$ cat src/rtl/multicycle_main_fsm.sv
// multicycle_main_fsm: main controller for the multicycle RV32I core.
// Sequences ALU, unified memory and regfile; stall, halt, retire count.
module multicycle_main_fsm #(
    parameter int CNT_W = 32
) (
    input  logic             CLK,
    input  logic             RST,
    input  logic [6:0]       op,
    input  logic             Zero,
    input  logic             mem_ready,
    output logic             PCWrite,
    output logic             AdrSrc,
    output logic             MemWrite,
    output logic             IRWrite,
    output logic [1:0]       ResultSrc,
    output logic [1:0]       ALUSrcA,
    output logic [1:0]       ALUSrcB,
    output logic [1:0]       ALU_Op,
    output logic             RegWrite,
    output logic             illegal_instr,
    output logic [CNT_W-1:0] instr_count,
    output logic [3:0]       state_o
);
    typedef enum logic [3:0] {
        S_FETCH    = 4'd0,
        S_DECODE   = 4'd1,
        S_MEMADR   = 4'd2,
        S_MEMREAD  = 4'd3,
        S_MEMWB    = 4'd4,
        S_MEMWRITE = 4'd5,
        S_EXECR    = 4'd6,
        S_EXECI    = 4'd7,
        S_ALUWB    = 4'd8,
        S_BEQ      = 4'd9,
        S_JAL      = 4'd10,
        S_HALT     = 4'd11
    } state_t;

    localparam logic [6:0] OP_LW  = 7'b0000011;
    localparam logic [6:0] OP_SW  = 7'b0100011;
    localparam logic [6:0] OP_R   = 7'b0110011;
    localparam logic [6:0] OP_I   = 7'b0010011;
    localparam logic [6:0] OP_BEQ = 7'b1100011;
    localparam logic [6:0] OP_JAL = 7'b1101111;

    state_t           r_state;
    state_t           w_next;
    logic [CNT_W-1:0] r_count;
    logic             r_illegal;
    logic             w_retire;
    logic             w_pcupdate;
    logic             w_branch;

    // next-state selection, stalls hold the current state
    always_comb begin
        w_next = r_state;
        unique case (r_state)
            S_FETCH:    if (mem_ready) w_next = S_DECODE;
            S_DECODE: begin
                case (op)
                    OP_LW, OP_SW: w_next = S_MEMADR;
                    OP_R:         w_next = S_EXECR;
                    OP_I:         w_next = S_EXECI;
                    OP_BEQ:       w_next = S_BEQ;
                    OP_JAL:       w_next = S_JAL;
                    default:      w_next = S_HALT;
                endcase
            end
            S_MEMADR:   w_next = (op == OP_SW) ? S_MEMWRITE : S_MEMREAD;
            S_MEMREAD:  if (mem_ready) w_next = S_MEMWB;
            S_MEMWB:    w_next = S_FETCH;
            S_MEMWRITE: if (mem_ready) w_next = S_FETCH;
            S_EXECR:    w_next = S_ALUWB;
            S_EXECI:    w_next = S_ALUWB;
            S_ALUWB:    w_next = S_FETCH;
            S_BEQ:      w_next = S_FETCH;
            S_JAL:      w_next = S_ALUWB;
            S_HALT:     w_next = S_HALT;
            default:    w_next = S_FETCH;
        endcase
    end

    // an instruction retires on its last cycle
    always_comb begin
        w_retire = (r_state == S_MEMWB) || (r_state == S_ALUWB) ||
                   (r_state == S_BEQ) ||
                   ((r_state == S_MEMWRITE) && mem_ready);
    end

    // datapath controls decoded from state, forced low while in reset
    always_comb begin
        AdrSrc     = 1'b0;
        MemWrite   = 1'b0;
        IRWrite    = 1'b0;
        ResultSrc  = 2'b00;
        ALUSrcA    = 2'b00;
        ALUSrcB    = 2'b00;
        ALU_Op     = 2'b00;
        RegWrite   = 1'b0;
        w_pcupdate = 1'b0;
        w_branch   = 1'b0;
        if (!RST) begin
            unique case (r_state)
                S_FETCH: begin
                    ALUSrcB    = 2'b10;
                    ResultSrc  = 2'b10;
                    IRWrite    = mem_ready;
                    w_pcupdate = mem_ready;
                end
                S_DECODE: begin
                    ALUSrcA = 2'b01;
                    ALUSrcB = 2'b01;
                end
                S_MEMADR: begin
                    ALUSrcA = 2'b10;
                    ALUSrcB = 2'b01;
                end
                S_MEMREAD:  AdrSrc = 1'b1;
                S_MEMWB: begin
                    ResultSrc = 2'b01;
                    RegWrite  = 1'b1;
                end
                S_MEMWRITE: begin
                    AdrSrc   = 1'b1;
                    MemWrite = 1'b1;
                end
                S_EXECR: begin
                    ALUSrcA = 2'b10;
                    ALU_Op  = 2'b10;
                end
                S_EXECI: begin
                    ALUSrcA = 2'b10;
                    ALUSrcB = 2'b01;
                    ALU_Op  = 2'b10;
                end
                S_ALUWB:    RegWrite = 1'b1;
                S_BEQ: begin
                    ALUSrcA  = 2'b10;
                    ALU_Op   = 2'b01;
                    w_branch = 1'b1;
                end
                S_JAL: begin
                    ALUSrcA    = 2'b01;
                    ALUSrcB    = 2'b10;
                    w_pcupdate = 1'b1;
                end
                default: ;
            endcase
        end
        PCWrite = w_pcupdate | (w_branch & Zero);
    end

    // state, sticky illegal flag and retire counter
    always_ff @(posedge CLK or posedge RST) begin
        if (RST) begin
            r_state   <= S_FETCH;
            r_count   <= '0;
            r_illegal <= 1'b0;
        end else begin
            r_state <= w_next;
            if (w_retire)
                r_count <= r_count + 1'b1;
            if ((r_state == S_DECODE) && (w_next == S_HALT))
                r_illegal <= 1'b1;
        end
    end

    assign illegal_instr = r_illegal;
    assign instr_count   = r_count;
    assign state_o       = r_state;
endmodule
$ cat config.mk
export PLATFORM = sky130hd
export DESIGN_NAME = multicycle_main_fsm
export DESIGN_NICKNAME = d
export VERILOG_FILES = /design/src/rtl/multicycle_main_fsm.sv
export SDC_FILE = /design/constraint.sdc
export NUM_CORES = 1
export LEC_CHECK = 0
export BUFFER_PORTS_ARGS = -buffer_cell sky130_fd_sc_hd__buf_4
export CAP_MARGIN = 20
export CORE_AREA = 2 2 79 58
export CTS_CLUSTER_SIZE = 30
export DETAILED_ROUTE_END_ITERATION = 16
export DIE_AREA = 0 0 81 60
export HOLD_SLACK_MARGIN = 0.08
export PLACE_DENSITY = 0.78
export SLEW_MARGIN = 20
export SYNTH_ARGS = -nofsm -noshare
export SYNTH_HDL_FRONTEND = slang
export SYNTH_SLANG_ARGS = --single-unit
export TNS_END_PERCENT = 50
$ cat constraint.sdc
create_clock -name CLK -period 2.15 [get_ports CLK]
set_input_delay 0.43 -clock CLK [delete_from_list [all_inputs] [get_ports CLK]]
set_output_delay 0.43 -clock CLK [all_outputs]
set_load 0.03 [all_outputs]
==> reports/summary.txt <==
CP startpoint kind - register
Main combinational cell family by area after synthesis - simple AND/OR/NAND/NOR gates
Synth top area share - 0.453
# Post-CTS Setup Buffers - 0
RSZ-0062 raised after global routing - true
Antenna fix cells - 0
FF-to-FF Start - state_o[3]$_DFF_PP0_
Syn_nets - 219
Iter 0 DRT Violations - 101
Die area - 0.00486 mm^2
Synth warnings - 0
Die W - 81 um
Tot Pwr - 0.00294 W
Post-Synth Simple-Gate Area - 0.306
Worst IR Drop VDD - 892 uV
Final Hold Vio Count - 0
Cell count after synthesis - 207
CTS root buf - clkbuf_8
WP buf/inv - 2
Vias per cell - 5.20
Total track usage - 0.204
Net count, final - 287
Starting Density - 0.492
Pins Over Slew Limit - 0
I/O pin count - 61
R2R depth - 5
Worst min-delay path class - in2async
Vias in the first global route - 1538
DRT Pass-1 Iters - 4
Status - finished clean
I/O Buffers - 60
CP Data Arrival Time - 1.68 ns
Initial antenna violation count - 0
WL/cell - 13.8 um
Core area - 0.00415 mm^2
Synth unique cells - 43
Worst EP required - 1.72 ns
Vias - 1721
Clk Latency, worst-skew pair - 0.29 ns
Fmax - 0.474 GHz
Seq/Total Area, Yosys - 0.453
Max incr delay on CP - 0.38 ns
Max-cap violations - 0
Final period utilization - 0.981
H-tree depth - 2
R2r setup slk - 0.25 ns
Mux share of post-synthesis cell area - 0.00551
Detail Route Antenna Nets - 0
Fin Setup TNS - 0 ns
Synth Flop Type - dfrtp_1
Mapped cell area - 0.00204 mm^2
CP Capture Point - RegWrite
Most numerous cell in the Yosys netlist - dfrtp_1
Crit-path cells - buf_4, and2b_1, or2_2, nor4b_2, buf_4
Setup ws final - 0.0419 ns
Drt total wl - 4.57 mm
Final hold slack - 0.299 ns
CP delay by family, top - simple AND/OR/NAND/NOR gates
Worst Setup SP - state_o[2]$_DFF_PP0_
R2R Path End - instr_count[18]$_DFFE_PP0P_
# DRC - 0
Clock transition at the registers of the reported paths - 0.08 ns
CTS tree - done
DIE HEIGHT - 60 um
Share of cells above drive strength 1 - 0.344
Actual slew at the worst max-slew pin - 0.538 ns
Synth Area in Compound Gates - 0.0668
Skew final - 0.00355 ns
Mean Syn Cell Area - 9.86 um^2
CP Max Fanout - 9
Final Setup Violations - 0
Crit path max-delay cell type - dfrtp_1
Xor-xnor portion of the synthesized cell area - 0.137
Post-synth EDFFs - 0
Pwr dens - 1060 mW/mm^2
Lkg Pwr - 1.33 nW
Final core occ - 0.666
Post-Synth Adder-Cell Area - 0.00613
Critical Path End Type - output port
Cell row count - 20
GRT overflow - 0
Largest net degree at the start of global routing - 38
Most frequent CP cell - buf_4
CTS Buf Count - 5
Pre-CTS setup slack - 0.245 ns
GP Congestion - 0.856
Longest Clk Path Bufs - 2
FFs w/ async S/R, synth - 1.00
Synthesis-to-finish area growth - 35.5%
Post-synthesis register bit count - 37
Detailed placement HPWL - 3.43 mm
Yosys top cell by area - dfrtp_1
Synth cell count leaders - 37 x dfrtp_1, 26 x xnor2_1, 19 x nand2_1
Post-layout min period - 2.11 ns
First-pass GRT wire length - 7.46 mm
Kind of critical path - reg2out
Crit path depth - 5
Clk sinks - 37
Max transition margin - 0.639
Area contributors post-synth - dfrtp_1 45%, xnor2_1 11%, nand2_1 3.5%, nand3_1 2.7%, xor2_1 2.6%
-- repair_timing --
action | in CTS | in global routing
pin swaps | 0 | 0
endpoints found under the setup margin | 2 | 4
resized for setup | 1 | 3
hold buffers | 0 | 0
endpoints found under the hold margin | 0 | 0
-- cells by family after synthesis --
family,Yosys count
mux,1
buf+inv,12
fa+ha+maj,1
flops,37
compound gates,22
xor+xnor,32
simple gates,102
-- per-layer routing --
metal / global-route usage / share of wire
met1: 0.310 / 0.50
met2: 0.281 / 0.44
met3: 0.0453 / 0.056
met4: 0.0823 / 0.0066
met5: 0 / 0
-- cells in the final DEF (no fill, tap or decap), types with 3 or more instances in the layout --
master,synthesis,routed
dfrtp_1,37,36
nor2_1,11,10
nand2_1,19,19
o21ai_0,6,6
inv_1,5,5
buf_4,0,67
nor3b_1,3,3
nand4_1,8,8
and2_1,3,3
xnor2_1,26,26
nor2b_1,6,6
a21oi_1,8,7
nand3_1,11,11
clkbuf_8,0,5
xor2_1,6,6
and3_1,7,7
nand2b_1,6,6
nor3_1,8,8
-- per-stage QoR --
| step | area (um^2) | instances |
|---|---|---|
| after global routing | 2770 | 331 |
| after floorplan | 2070 | 207 |
| after detailed placement | 2620 | 323 |
| final | 2770 | 331 |
| after global placement | 2620 | 323 |
| after CTS | 2760 | 331 |
-- area by class of cell --
cell class              instances  area, um^2
well taps                      55        68.8
fillers                       346        1390
repair buffers                 68         514
clock inverters                 3        68.8
inverters                       5        18.8
multi-input cells             158        1100
clock buffers                   5        68.8
flip-flops and latches         37         927
-- sequential cells by signal, summed over array words and instances (netlist names) --
signal,count
instr_count,32
illegal_instr,1
state_o,4
-- worst min-delay path, cell delays in order --
cell and delay, ns:
buf_4 0.15, inv_1 0.05, buf_4 0.40
-- power breakdown --
part | total (W) | internal (W) | switching [W]
registers | 0.000893 | 0.000780 | 0.000113
clock network | 0.000730 | 0.000467 | 0.000263
logic | 0.00132 | 0.000516 | 0.000799
-- worst min-delay path by stage --
stage                                              to  slack [ns]  depth (start not counted)
after CTS                 instr_count[10]$_DFFE_PP0P_        0.31                          3
after detailed placement    illegal_instr$_DFFE_PP0P_        0.45                          1
after global placement      illegal_instr$_DFFE_PP0P_        0.46                          1
final                     instr_count[10]$_DFFE_PP0P_        0.30                          3
after global routing      instr_count[15]$_DFFE_PP0P_        0.35                          3
after floorplan                  state_o[3]$_DFF_PP0_        0.64                          3
No activity file was read; power rests on OpenSTA's default activity.
